**src/rtl/breadboard_sequencer.sv**
```systemverilog
// Sequencer for a 4-input breadboard: it drives each row onto the breadboard inputs and
// waits a programmable settle time. It then captures the 10 breadboard outputs and folds them into an XOR signature.
module breadboard_sequencer #(
  parameter int SETTLE_W = 4
) (
  input  logic                clk,
  input  logic                rst,
  input  logic                start,
  input  logic                mode,
  input  logic [3:0]          row_sel,
  input  logic [SETTLE_W-1:0] settle,
  input  logic                abort,
  output logic                bb_w,
  output logic                bb_x,
  output logic                bb_y,
  output logic                bb_z,
  input  logic [9:0]          bb_r,
  output logic [3:0]          row_out,
  output logic [9:0]          res_out,
  output logic                res_valid,
  output logic [9:0]          sig,
  output logic                busy,
  output logic                done
);

  typedef enum logic [2:0] {
    IDLE,
    DRIVE,
    SETTLE,
    CAPTURE,
    DONE
  } state_t;

  localparam logic [SETTLE_W-1:0] SETTLE_ONE = SETTLE_W'(1);
  localparam logic [3:0]          LAST_ROW   = 4'd15;

  state_t              state;
  logic [3:0]          row;
  logic                mode_q;
  logic [SETTLE_W-1:0] settle_q;
  logic [SETTLE_W-1:0] cnt;
  logic                go_capture;

  // The row register drives the breadboard pins directly, so the pins hold the last row in DONE and IDLE.
  assign {bb_w, bb_x, bb_y, bb_z} = row;

  // Capture is registered on the edge that enters CAPTURE. An abort seen on that same edge suppresses the capture.
  always_comb begin
    go_capture = 1'b0;
    if (!abort) begin
      if (state == DRIVE && settle_q == '0)
        go_capture = 1'b1;
      else if (state == SETTLE && cnt == SETTLE_ONE)
        go_capture = 1'b1;
    end
  end

  // NOTE: all state and outputs use non-blocking assignments so every register samples pre-edge values.
  always_ff @(posedge clk or posedge rst) begin
    if (rst) begin
      // NOTE: every register, including the datapath, is reset because reset must clear all outputs immediately.
      state     <= IDLE;
      row       <= '0;
      mode_q    <= 1'b0;
      settle_q  <= '0;
      cnt       <= '0;
      row_out   <= '0;
      res_out   <= '0;
      res_valid <= 1'b0;
      sig       <= '0;
      busy      <= 1'b0;
      done      <= 1'b0;
    end else begin
      res_valid <= 1'b0;
      done      <= 1'b0;

      if (go_capture) begin
        res_out   <= bb_r;
        row_out   <= row;
        sig       <= sig ^ bb_r;
        res_valid <= 1'b1;
      end

      case (state)
        IDLE: begin
          if (start) begin
            mode_q   <= mode;
            row      <= mode ? row_sel : 4'd0;
            settle_q <= settle;
            sig      <= '0;
            busy     <= 1'b1;
            state    <= DRIVE;
          end
        end

        DRIVE: begin
          if (abort) begin
            busy  <= 1'b0;
            state <= IDLE;
          end else begin
            cnt   <= settle_q;
            state <= (settle_q == '0) ? CAPTURE : SETTLE;
          end
        end

        SETTLE: begin
          if (abort) begin
            busy  <= 1'b0;
            state <= IDLE;
          end else if (cnt == SETTLE_ONE) begin
            cnt   <= '0;
            state <= CAPTURE;
          end else begin
            cnt <= cnt - SETTLE_ONE;
          end
        end

        CAPTURE: begin
          if (abort) begin
            busy  <= 1'b0;
            state <= IDLE;
          end else if (!mode_q && row != LAST_ROW) begin
            row   <= row + 4'd1;
            state <= DRIVE;
          end else begin
            busy  <= 1'b0;
            done  <= 1'b1;
            state <= DONE;
          end
        end

        DONE: state <= IDLE;

        default: begin
          busy  <= 1'b0;
          state <= IDLE;
        end
      endcase
    end
  end

endmodule

```
**config.mk**
```make
export PLATFORM = sky130hd
export DESIGN_NAME = breadboard_sequencer
export DESIGN_NICKNAME = d
export VERILOG_FILES = /design/src/rtl/breadboard_sequencer.sv
export SDC_FILE = /design/constraint.sdc
export NUM_CORES = 1
export LEC_CHECK = 0
export ABC_AREA = 1
export CORE_MARGIN = 3
export CORE_UTILIZATION = 53
export CTS_BUF_LIST = sky130_fd_sc_hd__clkbuf_8 sky130_fd_sc_hd__clkbuf_16
export CTS_CLUSTER_SIZE = 20
export DETAILED_ROUTE_END_ITERATION = 12
export GPL_TIMING_DRIVEN = 0
export MAX_ROUTING_LAYER = met4
export PLACE_DENSITY = 0.85
export SLEW_MARGIN = 20
export SYNTH_ARGS = -nofsm -noshare
export SYNTH_HDL_FRONTEND = slang
export SYNTH_SLANG_ARGS = --single-unit
```
**constraint.sdc**
```tcl
create_clock -name clk -period 2.6 [get_ports clk]
set_clock_uncertainty 0.05 [all_clocks]
set_input_delay 0.26 -clock clk [delete_from_list [all_inputs] [get_ports clk]]
set_output_delay 0.26 -clock clk [all_outputs]
set_load 0.05 [all_outputs]
```
==> flow_summary.yaml <==
floorplan:
  die_h_um: 69.78
  die_w_um: 69.78
  io-pin-count: 54
  core_area_sq_um: 3799
  dieArea_sq_um: 4869
  rows: 22
  start_util_pct: 56.75
global_route:
  grt_use_met1_pct: 28.10
  grt_pass1_wl_um: 8528
  busiest_layer: "met2"
  antenna_found_initial: 0
  use_met2_pct: 36.83
  grt-ovfl-total: 0
  grt_max_degree: 32
  grt_pass1_vias: 1868
  use_met3_pct: 4.493
  grt_use_total_pct: 22.54
clock_network:
  postCtsHoldBufs: 0
  cts.sinks: 43
  cts_buffers: 5
  cts_max_path_buffers: 2
  postCtsResizedCells: 0
  post_cts_buffers: 0
  cts_tree: "done"
  insertion_delay_ps: 290
  cts-htree-levels: 2
  root_buffer: "clkbuf_8"
  clk_pin_slew_ps: 80
power:
  powerDensity_nw_per_um2: 1217
  leakagePower_nw: 1.389
  peakVddDrop_mv: 0.7300
sta:
  grt_setup_unrepaired: "no"
  holdWs_ps: 188.6
  max_freq_ghz: 0.5229
  setup-tns-final_ps: 0
  drv_slew: 0
  period_share_pct: 73.56
  period_needed_ps: 1912
  hold_viol: 0
  tightest_slew_ps: 518.7
  max_slew_margin_pct: 65.31
  setup_viol: 0
logic_synthesis:
  synth_cells: 245
  synth_fp_nets: 271
  muxShareOfSynthArea_pct: 0
  yosysUniqueCellTypes: 28
  yosys.area_share.simple_pct: 30.88
  post_synth_fa_ha_maj_area_fraction_pct: 1.741
  ys.flop_type: "dfrtp_1"
  synth_xor_area_share_pct: 1.219
  async_reset_ff_share_pct: 100.0
  synth_compound_area_share_pct: 9.344
  synth_top_family_by_area: "simple AND/OR/NAND/NOR gates"
  synth_edf_count: 0
  ys.warnings.count: 0
  yosysSeqAreaShare_pct: 49.91
  synth.cell_area_sq_um: 2156
  synth-seq-cells: 43
  syn_area_per_cell_sq_um: 8.799
detailed_routing:
  initialDrtViolationCount: 130
  viasPerCell: 5.228
  post-route-drc-count: 0
  ant_nets: 0
  first_pass_iters: 4
  finalWirelength_um: 4980
  via_count: 1856
  wl_per_cell_um: 14.03
setup_path:
  crit_cells: 1
  rrSetupSlack_ps: 1000
  crit_fanout: 6
  cp_slowest_cell: "clkdlybuf4s50_1"
  cp-endpoint: "bb_x"
  arrival_ps: 1600
  crit_family: "buffers and inverters"
  cp.buffers_inverters: 1
  r2r_end: "sig[6]"
  crit_chain: "clkdlybuf4s50_1"
  cp-startpoint: "row[2]"
  ff2ff_path_depth: 10
  end_kind: "output pin"
  startpoint_type: "flop"
  critPathKind: "reg -> out"
  r2r-start: "cnt[1]"
  slowest_delay_ps: 850
  cp.required_ps: 2290
place:
  place_congestion: 0.7680
  port_buffers: 53
  hpwlAfterDp_um: 3702
cells_and_area:
  drive_gt1_share_pct: 14.98
  syn_to_final_growth_pct: 32.97
  fillCellCount: 299
  nets: 332
  regArea_sq_um: 1076
  multi_input_area_sq_um: 930.9
  diodes: 0
flow_run:
  maxCapViolations: 0
hold_path:
  hp-class: "in -> async"
status:
  status: "finished, final reports clean"
[cell usage after synthesis, types with 2 or more instances]
cell type  count  area (sq um)
o21ai_0       12         60.06
a21oi_2       12         105.1
xnor2_1        2         17.52
buf_12         2         40.04
buf_2          3         15.01
dfrtp_1       43          1076
nand2_1       74         277.8
nor3_1         2         10.01
nand3_1       31         155.2
nor2_1        14         52.55
nand3_2        2         20.02
inv_2          2         7.510
nor2_4         2         22.52
inv_1         20         75.07
o22ai_1        2         12.51
nor2_2         6         37.54
nand4_1        2         12.51
ha_1           3         37.54
nand2_2        2         12.51
[registers in the layout (all words and copies together), names as in the netlist]
name / flops
sig: 10
busy: 1
cnt: 4
settle_q: 4
res_valid: 1
row: 4
res_out: 10
done: 1
row_out: 4
state: 3
mode_q: 1
[cell families (layout without fill, tap and decap cells)]
kind of cell / Yosys count / after routing
AND/OR/NAND/NOR: 139 / 139
flip-flops: 43 / 43
AO/OA/AOI/OAI: 29 / 29
buffers and inverters: 28 / 90
adder cells (fa/ha/maj): 3 / 3
XOR/XNOR: 3 / 3
[cells in the final DEF (no fill, tap or decap), drive strengths merged]
master and count:
clkbuf 7, nand4 2, xnor2 2, o22ai 2, nand2 78, nand3 34, o21ai 13, dfrtp 43
nor3 3, a21oi 12, clkdlybuf4s50 53, inv 23, buf 7, a22oi 1, ha 3, xor2 1
nor2 22, o211ai 1
[how the worst min path moves through the flow]
stage | start | endpoint | cells past startpoint
2_1_floorplan | abort | done | 1
3_3_place_gp | busy | busy | 2
3_5_place_dp | busy | busy | 2
4_1_cts | rst | busy | 2
5_1_grt | rst | cnt[2] | 2
6_report | rst | busy | 2
[metal layers]
metal | routed length, um | part of all wire, %
met1 | 2107 | 42
met2 | 2501 | 50
met3 | 288 | 5.8
met4 | 82 | 1.6
met5 | 0 | 0
[cell type report]
type                    instances  area share (%)
plain buffers                   6           2.313
clock buffers                   7           3.361
clock inverters                 1          0.1309
inverters                      22           2.881
multi-input cells             174           32.47
flip-flops and latches         43           37.54
well taps                      48           2.095
repair buffers                 54           19.21
[stage by stage]
step / worst slack [ps] / power [mW] / instances / instance area [sq um] / util [%]
6_report: 687.5 / 3.488 / 355 / 2867 / 75.46
4_1_cts: 680.0 / 3.502 / 355 / 2867 / 75.46
3_5_place_dp: 723.2 / 3.036 / 347 / 2766 / 72.83
3_3_place_gp: 448.8 / 2.967 / 346 / 2746 / 72.30
5_1_grt: 656.4 / 3.708 / 355 / 2867 / 75.46
2_1_floorplan: 976.0 / 2.437 / 245 / 2156 / -
[power breakdown]
group | switching [mW] | internal (mW) | total (mW) | leakage, nW
registers | 0.206 | 0.924 | 1.13 | 0.559
logic | 1.25 | 0.652 | 1.90 | 0.774
clock network | 0.216 | 0.239 | 0.455 | 0.0557
[worst register-to-register path, cell delays in order, from the launching register on]
cell and delay, ps:
dfrtp_1 360, inv_1 120, ha_1 170, nand3_1 130, inv_1 120, nand2_4 90
nand2_8 130, buf_12 150, nand3_1 70, nand2_1 70, nor2_1 50
Note: power is estimated with default switching activity, not from simulation.
